**src/rtl/cnn_mac_pipe_sxu_if.sv**
```systemverilog
// ---------------------------------------------------------------------------
// cnn_mac_pipe_sxu_if
//   Beat/result bundle between a pixel/weight source and the pipelined MAC.
//   The source side (master) drives the clock enable, the framed operand beat
//   (in_valid/in_first/in_last, din0, din1). It receives the finished sum
//   (out_valid, dout, overflow).
//   master : ce, in_valid, in_first, in_last, din0, din1 out; out_valid, dout, overflow in
//   slave  : mirror of master (used by cnn_mac_pipe_sxu)
// ---------------------------------------------------------------------------
interface cnn_mac_pipe_sxu_if #(
   parameter int din0_WIDTH = 14,
   parameter int din1_WIDTH = 9,
   parameter int dout_WIDTH = 32
);
   logic                         ce;
   logic                         in_valid;
   logic                         in_first;
   logic                         in_last;
   logic signed [din0_WIDTH-1:0] din0;
   logic        [din1_WIDTH-1:0] din1;
   logic                         out_valid;
   logic signed [dout_WIDTH-1:0] dout;
   logic                         overflow;

   modport master (
      output ce, in_valid, in_first, in_last, din0, din1,
      input  out_valid, dout, overflow
   );

   modport slave (
      input  ce, in_valid, in_first, in_last, din0, din1,
      output out_valid, dout, overflow
   );
endinterface

```
**src/rtl/cnn_mac_pipe_sxu.sv**
```systemverilog
// ---------------------------------------------------------------------------
// cnn_mac_pipe_sxu
//   Pipelined multiply-accumulate for convolution inner loops. Each accepted
//   beat forms the exact product din0*din1, which travels NUM_STAGE-1 product
//   registers. It then lands in the accumulator. A first beat restarts the sum and
//   a last beat publishes it on dout with a one-ce-cycle out_valid pulse.
//   ce=0 freezes every register.
//
//   Ports: ap_clk, ap_rst (sync, active-high) plus bus (cnn_mac_pipe_sxu_if.slave):
//     ce, in_valid, in_first, in_last, din0, din1  -> beat in
//     out_valid, dout, overflow                     <- result out
//
//   Optional feature macro CNN_MAC_SAT_EN:
//     defined   : accumulator saturates, sticky overflow flag per sum
//     undefined : accumulator wraps, overflow tied low
// ---------------------------------------------------------------------------
module cnn_mac_pipe_sxu #(
   parameter int din0_WIDTH = 14,
   parameter int din1_WIDTH = 9,
   parameter int dout_WIDTH = 32,
   parameter int NUM_STAGE  = 3,
   parameter int B_SIGNED   = 0
) (
   input logic              ap_clk,
   input logic              ap_rst,
   cnn_mac_pipe_sxu_if.slave bus
);
   localparam int PW = din0_WIDTH + din1_WIDTH;
   localparam int NP = NUM_STAGE - 1;

   // B carries one extra bit so the unsigned case multiplies as {1'b0,B}.
   logic signed [din1_WIDTH:0]   b_ext;
   logic signed [PW-1:0]         prod_p0;

   logic signed [PW-1:0]         prod_acc;
   logic                         vld_acc;
   logic                         first_acc;
   logic                         last_acc;

   logic signed [dout_WIDTH-1:0] acc_q, acc_d;
   logic signed [dout_WIDTH-1:0] dout_q, dout_d;
   logic                         out_valid_q, out_valid_d;
   logic signed [dout_WIDTH-1:0] prod_ext;
   logic signed [dout_WIDTH-1:0] acc_base;
   logic signed [dout_WIDTH-1:0] acc_new;

   // ---- stage p0: operand extension and exact product ----
   always_comb begin
      b_ext   = (B_SIGNED != 0) ? {bus.din1[din1_WIDTH-1], bus.din1} : {1'b0, bus.din1};
      prod_p0 = PW'(bus.din0) * PW'(b_ext);
   end

   // ---- product pipeline: NUM_STAGE-1 registers ----
   if (NUM_STAGE == 1) begin : g_no_pipe
      assign prod_acc  = prod_p0;
      assign vld_acc   = bus.in_valid;
      assign first_acc = bus.in_first;
      assign last_acc  = bus.in_last;
   end else begin : g_pipe
      logic signed [PW-1:0] prod_q [NP];
      logic signed [PW-1:0] prod_d [NP];
      logic [NP-1:0]        vld_q, vld_d;
      logic [NP-1:0]        first_q, first_d;
      logic [NP-1:0]        last_q, last_d;

      always_comb begin
         prod_d  = prod_q;
         vld_d   = vld_q;
         first_d = first_q;
         last_d  = last_q;
         if (bus.ce) begin
            prod_d[0]  = prod_p0;
            vld_d[0]   = bus.in_valid;
            first_d[0] = bus.in_first;
            last_d[0]  = bus.in_last;
            for (int i = 1; i < NP; i++) begin
               prod_d[i]  = prod_q[i-1];
               vld_d[i]   = vld_q[i-1];
               first_d[i] = first_q[i-1];
               last_d[i]  = last_q[i-1];
            end
         end
      end

      always_ff @(posedge ap_clk) begin
         prod_q <= prod_d;
         if (ap_rst) begin
            vld_q   <= '0;
            first_q <= '0;
            last_q  <= '0;
         end else begin
            vld_q   <= vld_d;
            first_q <= first_d;
            last_q  <= last_d;
         end
      end

      assign prod_acc  = prod_q[NP-1];
      assign vld_acc   = vld_q[NP-1];
      assign first_acc = first_q[NP-1];
      assign last_acc  = last_q[NP-1];
   end

`ifdef CNN_MAC_SAT_EN
   logic                         overflow_q, overflow_d;
   logic                         ovf_now;
   logic signed [dout_WIDTH:0]   sum_wide;

   // Clamp a one-bit-wider sum into dout_WIDTH; the top two bits disagree on overflow.
   function automatic logic signed [dout_WIDTH-1:0] sat_fn(input logic signed [dout_WIDTH:0] s);
      if (s[dout_WIDTH] != s[dout_WIDTH-1])
         return s[dout_WIDTH] ? {1'b1, {(dout_WIDTH-1){1'b0}}} : {1'b0, {(dout_WIDTH-1){1'b1}}};
      return s[dout_WIDTH-1:0];
   endfunction
`endif

   // ---- accumulator stage ----
   always_comb begin
      prod_ext = dout_WIDTH'(prod_acc);
      acc_base = first_acc ? '0 : acc_q;
`ifdef CNN_MAC_SAT_EN
      sum_wide = (dout_WIDTH+1)'(acc_base) + (dout_WIDTH+1)'(prod_ext);
      ovf_now  = sum_wide[dout_WIDTH] != sum_wide[dout_WIDTH-1];
      acc_new  = sat_fn(sum_wide);
`else
      acc_new  = acc_base + prod_ext;
`endif

      acc_d       = acc_q;
      dout_d      = dout_q;
      out_valid_d = out_valid_q;
`ifdef CNN_MAC_SAT_EN
      overflow_d  = overflow_q;
`endif
      if (bus.ce) begin
         out_valid_d = 1'b0;
         if (vld_acc) begin
            acc_d = acc_new;
`ifdef CNN_MAC_SAT_EN
            // Sticky within a sum; a first beat starts a fresh flag.
            overflow_d = (first_acc ? 1'b0 : overflow_q) | ovf_now;
`endif
            if (last_acc) begin
               dout_d      = acc_new;
               out_valid_d = 1'b1;
            end
         end
      end
   end

   always_ff @(posedge ap_clk) begin
      if (ap_rst) begin
         acc_q       <= '0;
         dout_q      <= '0;
         out_valid_q <= 1'b0;
`ifdef CNN_MAC_SAT_EN
         overflow_q  <= 1'b0;
`endif
      end else begin
         acc_q       <= acc_d;
         dout_q      <= dout_d;
         out_valid_q <= out_valid_d;
`ifdef CNN_MAC_SAT_EN
         overflow_q  <= overflow_d;
`endif
      end
   end

   assign bus.dout      = dout_q;
   assign bus.out_valid = out_valid_q;
`ifdef CNN_MAC_SAT_EN
   assign bus.overflow  = overflow_q;
`else
   assign bus.overflow  = 1'b0;
`endif
endmodule
```
**src/flat_wrapper.sv**
```systemverilog
// flat-port wrapper written by rule: the top's interface ports become plain ports
module cnn_mac_pipe_sxu_flat 
#(
   parameter int din0_WIDTH = 14,
   parameter int din1_WIDTH = 9,
   parameter int dout_WIDTH = 32,
   parameter int NUM_STAGE  = 3,
   parameter int B_SIGNED   = 0
)
  (ap_clk, ap_rst, bus_ce, bus_in_valid, bus_in_first, bus_in_last, bus_din0, bus_din1, bus_out_valid, bus_dout, bus_overflow);
  cnn_mac_pipe_sxu_if #(.din0_WIDTH(din0_WIDTH), .din1_WIDTH(din1_WIDTH), .dout_WIDTH(dout_WIDTH)) bus_i ();
  input logic ap_clk;
  input logic ap_rst;
  input wire logic [$bits(bus_i.ce)-1:0] bus_ce;
  input wire logic [$bits(bus_i.in_valid)-1:0] bus_in_valid;
  input wire logic [$bits(bus_i.in_first)-1:0] bus_in_first;
  input wire logic [$bits(bus_i.in_last)-1:0] bus_in_last;
  input wire logic [$bits(bus_i.din0)-1:0] bus_din0;
  input wire logic [$bits(bus_i.din1)-1:0] bus_din1;
  output wire logic [$bits(bus_i.out_valid)-1:0] bus_out_valid;
  output wire logic [$bits(bus_i.dout)-1:0] bus_dout;
  output wire logic [$bits(bus_i.overflow)-1:0] bus_overflow;
  assign bus_i.ce = bus_ce;
  assign bus_i.in_valid = bus_in_valid;
  assign bus_i.in_first = bus_in_first;
  assign bus_i.in_last = bus_in_last;
  assign bus_i.din0 = bus_din0;
  assign bus_i.din1 = bus_din1;
  assign bus_out_valid = bus_i.out_valid;
  assign bus_dout = bus_i.dout;
  assign bus_overflow = bus_i.overflow;
  cnn_mac_pipe_sxu #(.din0_WIDTH(din0_WIDTH), .din1_WIDTH(din1_WIDTH), .dout_WIDTH(dout_WIDTH), .NUM_STAGE(NUM_STAGE), .B_SIGNED(B_SIGNED)) u_core (.ap_clk(ap_clk), .ap_rst(ap_rst), .bus(bus_i));
endmodule
```
**config.mk**
```make
export PLATFORM = sky130hd
export DESIGN_NAME = cnn_mac_pipe_sxu_flat
export DESIGN_NICKNAME = d
export VERILOG_FILES = /design/src/rtl/cnn_mac_pipe_sxu_if.sv /design/src/rtl/cnn_mac_pipe_sxu.sv /design/src/flat_wrapper.sv
export SDC_FILE = /design/constraint.sdc
export NUM_CORES = 1
export LEC_CHECK = 0
export ABC_AREA = 1
export CAP_MARGIN = 40
export CORE_ASPECT_RATIO = 0.5
export CORE_MARGIN = 2
export CORE_UTILIZATION = 56
export DETAILED_ROUTE_END_ITERATION = 8
export GPL_ROUTABILITY_DRIVEN = 0
export PLACE_DENSITY = 0.76
export SLEW_MARGIN = 10
export SYNTH_ARGS = -nofsm -noshare
export SYNTH_HDL_FRONTEND = slang
export SYNTH_SLANG_ARGS = --single-unit
```
**constraint.sdc**
```tcl
create_clock -name ap_clk -period 5.05 [get_ports ap_clk]
set_input_delay 0.7575 -clock ap_clk [delete_from_list [all_inputs] [get_ports ap_clk]]
set_output_delay 0.7575 -clock ap_clk [all_outputs]
set_load 0.02 [all_outputs]
```
### After elaboration in Yosys (flattened, before gate mapping)

Index checks and enable logic that the tools add are counted.

| operators by class | value |
|---|---|
| add/subtract/negate cells | 1 |
| multipliers | 1 |
| muxes and demuxes | 3 |
| reduce and logical (&&, ||, !) cells | 2 |

Operator list:

| cell | number |
|---|---|
| 32-bit by 23-bit adder with 32-bit output | 1 |
| 32-bit 2-to-1 mux | 1 |
| 14-bit by 10-bit multiplier with 23-bit output | 1 |
| 3-bit AND reduction | 1 |
| 1-bit 2-to-1 mux | 2 |
| 2-bit AND reduction | 1 |

| word-level totals | value |
|---|---|
| bits in registers | 117 |
| input port bits | 29 |
| word-level logic and storage cells | 15 |

### Longest topological paths before layout

Gate-level depths: netlist of the first run.

| logic depth | value |
|---|---|
| depth after elaboration | 2 |
| mapped depth | 23 |
| depth with buffers taken out | 22 |

### Least setup slack after synthesis of the first run

Ideal clock, no wire load.

| timing | value |
|---|---|
| path kind | input to register |
| start | input bus_din1[4] |
| end | register u_core.g_pipe.prod_q[37] in the netlist's numbering (data pin) |
| arrival time | 4.967 ns |
| data required time | 4.791 ns |
| setup slack | -0.176 ns |
| stages on the path | 18 |
| cells stage by stage | clkbuf_1 -> nand2_1 -> fa_1 -> fa_1 -> inv_1 -> fa_1 -> fa_1 -> inv_1 -> fa_1 -> inv_1 -> ha_1 -> a21o_1 -> nor2_1 -> nand2_1 -> a21oi_1 -> o21ai_0 -> nand2_1 -> nand2_1 |

| between the ends | value |
|---|---|
| word-level cells in the longest chain between the ends | 1 |

RTL lines:

| item | line | text |
|---|---|---|
| start: declaration | flat_wrapper.sv:19 | `input wire logic [$bits(bus_i.din1)-1:0] bus_din1;` |
| 14-bit by 10-bit multiplier with 23-bit output | cnn_mac_pipe_sxu.sv:50 | `prod_p0 = PW'(bus.din0) * PW'(b_ext);` |
| via u_core.prod_p0[14] | cnn_mac_pipe_sxu.sv:33 | `logic signed [PW-1:0] prod_p0;` |
| end signal: assignment | cnn_mac_pipe_sxu.sv:86 | `prod_q <= prod_d;` |
| end: declaration | cnn_mac_pipe_sxu.sv:60 | `logic signed [PW-1:0] prod_q [NP];` |

The timed path passes the listed nets, and every way through them passes these cells.
A chain may end at the register's enable or synchronous reset.

### Worst setup path in the final report of the first run

| timing | value |
|---|---|
| start | input bus_din0[4] |
| end | register u_core.g_pipe.prod_q[43] in the netlist's numbering (data pin) |

| between the ends | value |
|---|---|
| word-level cells in the longest chain between the ends | 1 |

RTL lines:

| item | line | text |
|---|---|---|
| start: declaration | flat_wrapper.sv:18 | `input wire logic [$bits(bus_i.din0)-1:0] bus_din0;` |
| 14-bit by 10-bit multiplier with 23-bit output | cnn_mac_pipe_sxu.sv:50 |  |
| via u_core.prod_p0[20] | cnn_mac_pipe_sxu.sv:33 |  |

The timed path passes the listed nets, and every way through them passes these cells.

==> run metrics, run 1 <==
cell taking the most area after synthesis fa_1; clock power share 14.4%; hold crit path type reg -> reg; initial antenna violation count 0; post-route ant nets 0; cell area after synthesis 11640 µm²; ys flop type dfxtp_1; number of global-route vias before repair 10840; Adder-Cell Fraction of Synth Area 26.94%; Final min period 4.946 ns; top cells by count, synth nand2_1 (436), inv_1 (412), fa_1 (106); maximum clock rate 0.2022 GHz; GR Util All Layers 27.17%; H-tree levels 4; DRT iter0 DRCs 721; CORE AREA 20460 µm²; final setup TNS 0 ns; placed insts 2003; Compound-Gate Fraction of Synth Area 7.536%; DP HPWL 22.15 mm; Seq pwr share 17.2%; fin util 69.30%; multi-input logic area 7493 µm²; clk sinks 117; net switching power 3.622 mW; Synth area leaders fa_1 (18%), nand2_1 (14%), inv_1 (13%), dfxtp_1 (12%), edfxtp_1 (12%); total gr overflow 0; Int Pwr 4.469 mW; Slew Limit Headroom 59.61%; Pre-antenna DRT Iters 5; MaxCap Viol Count 0; status finished, final reports clean; Ys Warns 0; Sw Ratio 44.77%; Final Power 8.090 mW; DR vias 10430; clk slew on worst S/H paths 0.06 ns; vias per std cell 5.102; WS Path Type in -> reg; Post-synth ARST share 0%; Pwr Density 570.5 nW/µm²; Final Cycle Share 97.95%; Critical Path Start Type input pin; post-synthesis to final-layout area growth 21.84%; register area share after synthesis 24.08%; die area 22020 µm²; Max Fanout on Critical Path 5; final hold vios 0; synthesized net count 1838; Hold WS 0.4155 ns; Max Transition Viols Final 0; placement row count 37; layout cells sized above 1 15.24%; slack of the critical path 0.1036 ns; Leakage 7.986 nW; Die X 207.9 µm; chip height 105.9 µm; ant diodes 0; CTS tree done; Clock Tree Buf Depth 2; post-place setup slack -0.7683 ns; EDFF count, synth 46; Comb pwr share 68.5%; drt total wl 29.63 mm; largest net degree at the start of global routing 53; CP arrival 5.12 ns; DRC viols 0; Post-DP Area 13120 µm²; largest family of logic cells by synthesized area adder cells; XOR/XNOR share of the synthesized area 2.559%; CTS buffer count 17; worst path required time 5.22 ns; worst skew pair latency 0.42 ns; Fill cells 1591; Ports 63; CTS root buf clkbuf_16; FF+latch area 2803 µm²; top-area cell type share of the netlist area 18.23%; final std cells w/o fill 2045; input/output buffers 61; Wirelength per Cell 14.49 µm; most common cell in the synthesized netlist nand2_1; Synth Area in Simple Gates 23.60%; mux share of post-synthesis cell area 0%; post-synth cell types 37; final setup violation count 0; Worst-Margin Slew 0.6049 ns; Syn Area/Cell 7.176 µm²; endpoint class of the critical path flip-flop; fin area 14180 µm²; worst vdd ir 0.0005429 V; Nets 1975; synthesized flop and latch total 117; Initial Utilization 56.88%; first-pass GRT wire length 48.90 mm; Layout Skew 0.01249 ns; Mapped Cells 1622
kinds of logic (layout without fill, tap and decap cells):
family,after synthesis,after routing
AND/OR/NAND/NOR,663,663
XOR/XNOR,34,34
other,1,1
flip-flops,117,117
adder cells (fa/ha/maj),187,187
buffers and inverters,467,617
AO/OA/AOI/OAI,153,153
final cells by class:
cell class / instances / area share, %
Clock buffer: 21 / 3.326
Clock inverter: 11 / 0.7058
Inverter: 420 / 11.12
Multi-Input combinational cell: 1038 / 52.84
Sequential cell: 117 / 19.76
Tap cell: 273 / 2.409
Timing Repair Buffer: 165 / 9.838
layout by cell type (no fill, tap or decap), types with 4 or more instances in the layout:
cell | Yosys | final
clkbuf_2 | 0 | 7
clkdlybuf4s50_1 | 0 | 40
nand3_1 | 79 | 76
o21ai_0 | 37 | 34
o211ai_1 | 7 | 7
buf_4 | 4 | 95
dlygate4sd2_1 | 0 | 4
clkdlybuf4s15_1 | 0 | 4
inv_1 | 412 | 405
a21o_1 | 5 | 5
nand2_2 | 21 | 39
nand3_2 | 5 | 8
ha_1 | 81 | 66
nand2_4 | 0 | 4
clkbuf_16 | 0 | 18
nor2_2 | 6 | 14
o21a_1 | 16 | 16
a21oi_2 | 3 | 15
xor2_1 | 25 | 25
inv_2 | 7 | 14
nand4_1 | 6 | 6
fa_2 | 0 | 7
fa_1 | 106 | 99
dfxtp_1 | 71 | 71
dlymetal6s2s_1 | 0 | 5
o21ai_1 | 1 | 4
buf_6 | 0 | 7
xnor2_1 | 9 | 9
a21oi_1 | 72 | 58
edfxtp_1 | 46 | 46
o21bai_1 | 9 | 9
nand2_1 | 436 | 414
ha_4 | 0 | 15
nor2_1 | 98 | 90
critical path, stage by stage:
cell	delay (ns)
clkdlybuf4s15_1	0.28
buf_4	0.19
nand2_1	0.08
fa_1	0.54
inv_1	0.05
fa_1	0.55
ha_4	0.21
fa_1	0.53
inv_1	0.05
fa_1	0.56
inv_1	0.06
ha_1	0.32
a21oi_2	0.21
nor2_2	0.08
nor2_2	0.11
nand2_2	0.10
nand3_2	0.09
nand2_2	0.08
nand2_1	0.07
nand2_1	0.06
xor2_1	0.14
power by group through the flow:
stage / logic, mW / clock network, mW / registers [mW]
6_report: 5.54 / 1.16 / 1.39
5_1_grt: 6.07 / 1.21 / 1.40
4_1_cts: 4.83 / 1.18 / 1.38
3_5_place_dp: 4.20 / 0 / 1.40
3_3_place_gp: 4.03 / 0 / 1.40
2_1_floorplan: 2.81 / 0 / 1.37
final timing paths:
path / start / end / slack (ns) / depth (start not counted)
max: bus_din0[4] / u_core.g_pipe.prod_q[43] / 0.10 / 21
min reg2reg: u_core.g_pipe.prod_q[42] / u_core.prod_acc[19] / 0.42 / 0
max reg2reg: u_core.g_pipe.vld_q[1] / u_core.bus.dout[14] / 2.39 / 9
min: u_core.g_pipe.prod_q[42] / u_core.prod_acc[19] / 0.42 / 0
registers in the layout, indices dropped and copies added, names as in the netlist:
signal                 count
u_core.bus.out_valid       1
u_core.g_pipe.last_q       2
u_core.g_pipe.vld_q        2
u_core.g_pipe.prod_q      23
u_core.bus.dout           32
u_core.prod_acc           23
u_core.g_pipe.first_q      2
u_core.acc_q              32
timing repair:
item / 4_1_cts / 5_1_grt
pin swaps: 30 / 52
buffers inserted: 4 / 5
gates cloned: 1 / 0
endpoints found under the setup margin: 15 / 15
endpoints found under the hold margin: 0 / 0
gates resized for setup: 68 / 69
hold buffers: 0 / 0
per-layer routing:
layer	up-vias	wire [µm]	part of all wire, %	GRT usage, %
met5	-	0	0	0
met4	0	727	2.5	9.980
met3	68	1610	5.4	3.900
met2	343	14780	50	49.55
met1	4909	12520	42	32.99
li1	5113	-	-	-
Note: power is estimated with default switching activity, not from simulation.
==> inputs of run 2 (changes only) <==
Settings changed: ABC_AREA 1 to unset, PLACE_DENSITY 0.76 to 0.77.
==> run metrics, run 2 <==
status finished, violations left; failing checks negative setup slack; drt total wl 25.09 mm; chip height 101.8 µm; Nets 1540; top-area cell type share of the netlist area 19.82%; Layout Skew 0.007392 ns; Leakage 5.985 nW; most frequent cells in the layout nand2_1 (147), inv_1 (137), buf_4 (103); Max Transition Viols Final 0; MaxCap Viol Count 0; ys flop type dfxtp_1; maximum clock rate 0.1940 GHz; Wirelength per Cell 15.72 µm; CTS tree done; vias per std cell 5.469; Worst Path Buf+Inv 7; DRC viols 0; CORE AREA 18570 µm²; commonest non-fill, non-tap cell in the layout nand2_1; CTS buffer count 17; H-tree levels 4; worst skew pair latency 0.42 ns; Largest stage delay, worst path 0.56 ns; synthesized net count 1401; most used cell, CP fa_1; initial antenna violation count 0; Final min period 5.154 ns; # hold bufs at CTS 0; DR vias 8729; number of global-route vias before repair 8649; Hold Path Cell Cnt 0; RR Endpoint u_core.bus.dout[24]; CP arrival 5.31 ns; Critical Path Start Type input pin; Synth area leaders fa_1 (20%), dfxtp_1 (13%), edfxtp_1 (13%), ha_1 (9.5%), nand2_1 (5.4%); delay-heaviest family, CP adder cells; Final Cycle Share 102.1%; hold endpoint u_core.prod_acc[17]; largest net degree at the start of global routing 77; worst path required time 5.21 ns; post-synthesis to final-layout area growth 22.42%; Slew Limit Headroom 47.35%; ant diodes 0; total gr overflow 0; clk sinks 117; placed insts 1549; Die X 199.5 µm; final hold vios 0; Max Fanout on Critical Path 4; DRT iter0 DRCs 517; Ys Warns 0; synthesized flop and latch total 117; post-route ant nets 0; final std cells w/o fill 1596; clk slew on worst S/H paths 0.05 ns; Clock Tree Buf Depth 2; CTS root buf clkbuf_16; first-pass GRT wire length 41.32 mm; worst vdd ir 0.0004758 V; Mapped Cells 1185; input/output buffers 61; Pwr Density 518.5 nW/µm²; Syn Area/Cell 9.034 µm²; DP HPWL 19.23 mm; die area 20310 µm²; final setup TNS -0.2015 ns; reg-to-reg slack, setup 1.44 ns; final setup violation count 3; layout cells sized above 1 17.73%; register area share after synthesis 26.18%; most common cell in the synthesized netlist nand2_1; CP Cell Sequence buf_8 > buf_6 > nand2_4 > fa_1 > inv_2 > fa_1 > inv_1 > fa_1 > inv_1 > fa_1 > inv_1 > fa_1 > inv_2 > ha_4 > a211oi_4 > o21ai_2 > o221ai_4 > a21oi_4 > o41ai_4 > o21bai_1 > a21oi_2 > xnor2_1; hold crit path type reg -> reg; Final Power 6.795 mW; GR Util All Layers 25.79%; endpoint class of the critical path flip-flop; cell area after synthesis 10710 µm²; Pre-antenna DRT Iters 5; top cells by count, synth nand2_1 (155), inv_1 (146), fa_1 (106); WS Path Type in -> reg; post-place setup slack -1.220 ns; Initial Utilization 57.65%; slowest stage cell, crit path fa_1; Fill cells 1408; reg2reg path depth 13; EDFF count, synth 46; post-synth cell types 70; Ports 63; cell taking the most area after synthesis fa_1; placement row count 35; Worst-Margin Slew 0.7849 ns; slack of the critical path -0.1042 ns; RR Startpoint u_core.g_pipe.first_q[1]; HP Start u_core.g_pipe.prod_q[40]; Post-synth ARST share 0%; RSZ-0062 raised after global routing true
run 2: cell type report:
class / instances / area, µm² / share of cell area (%)
Tap cell: 259 / 324.1 / 2.473
Clock inverter: 15 / 131.4 / 1.002
Multi-Input combinational cell: 867 / 7386 / 56.36
Sequential cell: 117 / 2803 / 21.39
Inverter: 147 / 551.8 / 4.210
Timing Repair Buffer: 174 / 1484 / 11.32
Clock buffer: 17 / 425.4 / 3.246
run 2: worst max-delay path by stage:
stage	from	endpoint	slack (ns)	cells past startpoint
4_1_cts	bus_din0[6]	u_core.g_pipe.prod_q[44]	-0.1	21
5_1_grt	bus_din0[1]	u_core.g_pipe.prod_q[42]	-0.26	20
3_5_place_dp	bus_din0[6]	u_core.g_pipe.prod_q[42]	-1.22	18
2_1_floorplan	bus_din1[3]	u_core.g_pipe.prod_q[44]	-0.27	21
6_report	bus_din1[3]	u_core.g_pipe.prod_q[42]	-0.10	22
3_3_place_gp	bus_din0[6]	u_core.g_pipe.prod_q[44]	-1.03	21
run 2: report_power, final:
group | switching (mW) | internal, mW
registers | 0.0699 | 1.30
logic | 2.17 | 2.13
clock network | 0.450 | 0.676
run 2: what timing repair did:
item                       in CTS  in global routing
resized for setup             122                 34
pin swaps                      39                 42
setup endpoints to repair      15                  8
setup buffers                  10                  6
run 2: logic make-up (layout without fill, tap and decap cells):
family	after synthesis	in the layout	share of synthesized area (%)
other	1	1	0.03503
XOR/XNOR	43	43	3.518
AND/OR/NAND/NOR	401	401	18.48
AO/OA/AOI/OAI	219	219	13.51
multiplexers	16	16	1.496
buffers and inverters	201	353	7.492
adder cells (fa/ha/maj)	187	187	29.29
flip-flops	117	117	26.18
run 2: through the flow:
step | util (%) | hold slack, ns | cell area [µm²]
3_5_place_dp | 65.85 | 0.4045 | 12230
2_1_floorplan | - | 0.4003 | 10960
6_report | 70.58 | 0.4157 | 13110
5_1_grt | 70.58 | 0.4223 | 13110
4_1_cts | 69.55 | 0.4175 | 12910
3_3_place_gp | 65.77 | 0.4004 | 12210
run 2: routing by layer:
metal	global-route usage (%)	part of all wire, %
met2	42.47	47
met1	35.65	46
met4	8.775	1.7
met5	0	0
met3	3.363	5.1
==> inputs of run 3 (changes only) <==
Settings changed: CORE_ASPECT_RATIO 0.5 to unset, CTS_CLUSTER_SIZE set to 25.
==> run metrics, run 3 (same netlist as run 2, synthesis figures left out) <==
delay-heaviest family, CP adder cells; number of global-route vias before repair 8570; CTS root buf clkbuf_16; Max Fanout on Critical Path 5; Largest stage delay, worst path 0.54 ns; Seq pwr share 20.2%; failing checks negative setup slack; status finished, violations left; initial antenna violation count 0; FF+latch area 2803 µm²; commonest non-fill, non-tap cell in the layout nand2_1; post-place setup slack -1.140 ns; CP arrival 5.32 ns; Hold WS 0.4153 ns; CTS buffer count 17; DR vias 8688; DP HPWL 18.08 mm; Critical Path End u_core.g_pipe.prod_q[44]; RR Startpoint u_core.g_pipe.first_q[1]; Layout Skew 0.008578 ns; clk sinks 117; die area 20240 µm²; slack of the critical path -0.09979 ns; Worst-Margin Slew 0.8122 ns; final std cells w/o fill 1572; post-route ant nets 0; Fill cells 1393; Pwr Density 513.8 nW/µm²; Ports 63; crit path from bus_din0[5]; Critical Path Start Type input pin; Slew Limit Headroom 45.52%; clock power share 17.3%; worst path required time 5.22 ns; layout cells sized above 1 17.64%; placement row count 50; clk slew on worst S/H paths 0.06 ns; largest net degree at the start of global routing 77; RR Endpoint u_core.bus.dout[24]; most frequent cells in the layout nand2_1 (143), inv_1 (140), buf_4 (102); Die X 142.3 µm; drt total wl 23.81 mm; most used cell, CP fa_1; first-pass GRT wire length 40.11 mm; DRC viols 0; worst skew pair latency 0.42 ns; Final Cycle Share 102.0%; Int Pwr 4.098 mW; Post-DP Area 12210 µm²; MaxCap Viol Count 0; DRT iter0 DRCs 392; Nets 1541; reg-to-reg slack, setup 1.63 ns; slowest stage cell, crit path fa_1; final setup violation count 3; GR Util All Layers 24.61%; WS Path Type in -> reg; Clock Tree Buf Depth 2; H-tree levels 4; Max Transition Viols Final 0; Levels on crit path 21; chip height 142.3 µm; placed insts 1525; ant diodes 0; hold crit path type reg -> reg; Wirelength per Cell 15.14 µm; RSZ-0062 raised after global routing true; total gr overflow 0; Worst Path Buf+Inv 7; Final min period 5.150 ns; Pre-antenna DRT Iters 5; Initial Utilization 57.23%; worst vdd ir 0.0003173 V; Leakage 6.014 nW; maximum clock rate 0.1942 GHz; Sw Ratio 38.98%; vias per std cell 5.527; Comb pwr share 62.5%; net switching power 2.618 mW; CORE AREA 18710 µm²; post-synthesis to final-layout area growth 22.10%; endpoint class of the critical path flip-flop; reg2reg path depth 13; input/output buffers 61; HP Start u_core.g_pipe.prod_q[31]; final hold vios 0; multi-input logic area 7355 µm²; fin area 13070 µm²; CTS tree done; CP Cell Sequence buf_12 > nand2_4 > fa_1 > inv_2 > fa_1 > inv_1 > fa_1 > inv_2 > fa_1 > inv_1 > fa_1 > inv_2 > ha_4 > buf_4 > a41o_1 > o221ai_2 > a21oi_2 > o41ai_4 > o211ai_1 > a21oi_2 > xnor2_1
## run 3: cell types whose count changed in the layout (fill, tap and decap cells not counted), sizes merged
| cell | delta |
|---|---|
| clkbuf | +6 |
| buf | -3 |
| inv | +5 |
| clkinv | -6 |
| clkdlybuf4s15 | -4 |
| dlygate4sd2 | +3 |
## run 3: worst register-to-register path, cell delays in order, from the launching register on
cell	delay, ns
dfxtp_1	0.36
buf_8	0.18
nor2b_1	0.14
ha_1	0.21
inv_1	0.07
fa_1	0.41
nor2b_1	0.16
o31a_1	0.21
o21ai_1	0.13
a211oi_1	0.34
a31oi_1	0.21
a31oi_1	0.44
nor4b_1	0.34
a311o_1	0.17
## run 3: power groups by stage
| stage | Sequential, mW | Combinational (mW) | Clock (mW) |
|---|---|---|---|
| finish | 1.36 | 4.20 | 1.16 |
| floorplan | 1.35 | 2.64 | 0 |
| CTS | 1.36 | 4.09 | 1.17 |
| global placement | 1.37 | 3.65 | 0 |
| global route | 1.37 | 4.69 | 1.22 |
| detailed placement | 1.38 | 3.81 | 0 |
## run 3: final cells by class
class | count | area share, %
multi-input combinational | 867 | 56.26
sequential | 117 | 21.44
timing repair buffer | 175 | 11.48
inverter | 147 | 4.221
clock buffer | 18 | 3.283
tap | 234 | 2.240
clock inverter | 14 | 1.072
## run 3: repair_timing
action / CTS / global route
endpoints found under the setup margin: 14 / 10
hold buffers: 0 / 0
gates resized for setup: 120 / 32
cloned: 0 / 0
pin swaps: 51 / 33
setup buffers: 13 / 4
## run 3: how the worst min path moves through the flow
stage / end / depth (start not counted)
detailed placement: u_core.prod_acc[18] / 0
global placement: u_core.prod_acc[11] / 0
global route: u_core.prod_acc[8] / 0
CTS: u_core.prod_acc[18] / 0
finish: u_core.prod_acc[8] / 0
floorplan: u_core.prod_acc[0] / 0
## run 3: layer usage
| metal | up-vias | routed length (µm) | GRT usage, % |
|---|---|---|---|
| li1 | 4230 | - | - |
| met2 | 229 | 11880 | 43.33 |
| met4 | 0 | 373 | 7.211 |
| met5 | - | 0 | 0 |
| met3 | 35 | 863 | 3.365 |
| met1 | 4194 | 10690 | 31.71 |
## run 3: through the flow
| stage | util (%) | TNS, ns | power (mW) |
|---|---|---|---|
| final | 69.88 | -0.2046 | 6.717 |
| after global routing | 69.88 | -1.444 | 7.276 |
| after CTS | 69.49 | -0.3857 | 6.618 |
| after detailed placement | 65.28 | -12.46 | 5.181 |
| after global placement | 65.12 | -10.88 | 5.018 |
| after floorplan | - | -0.9219 | 3.988 |
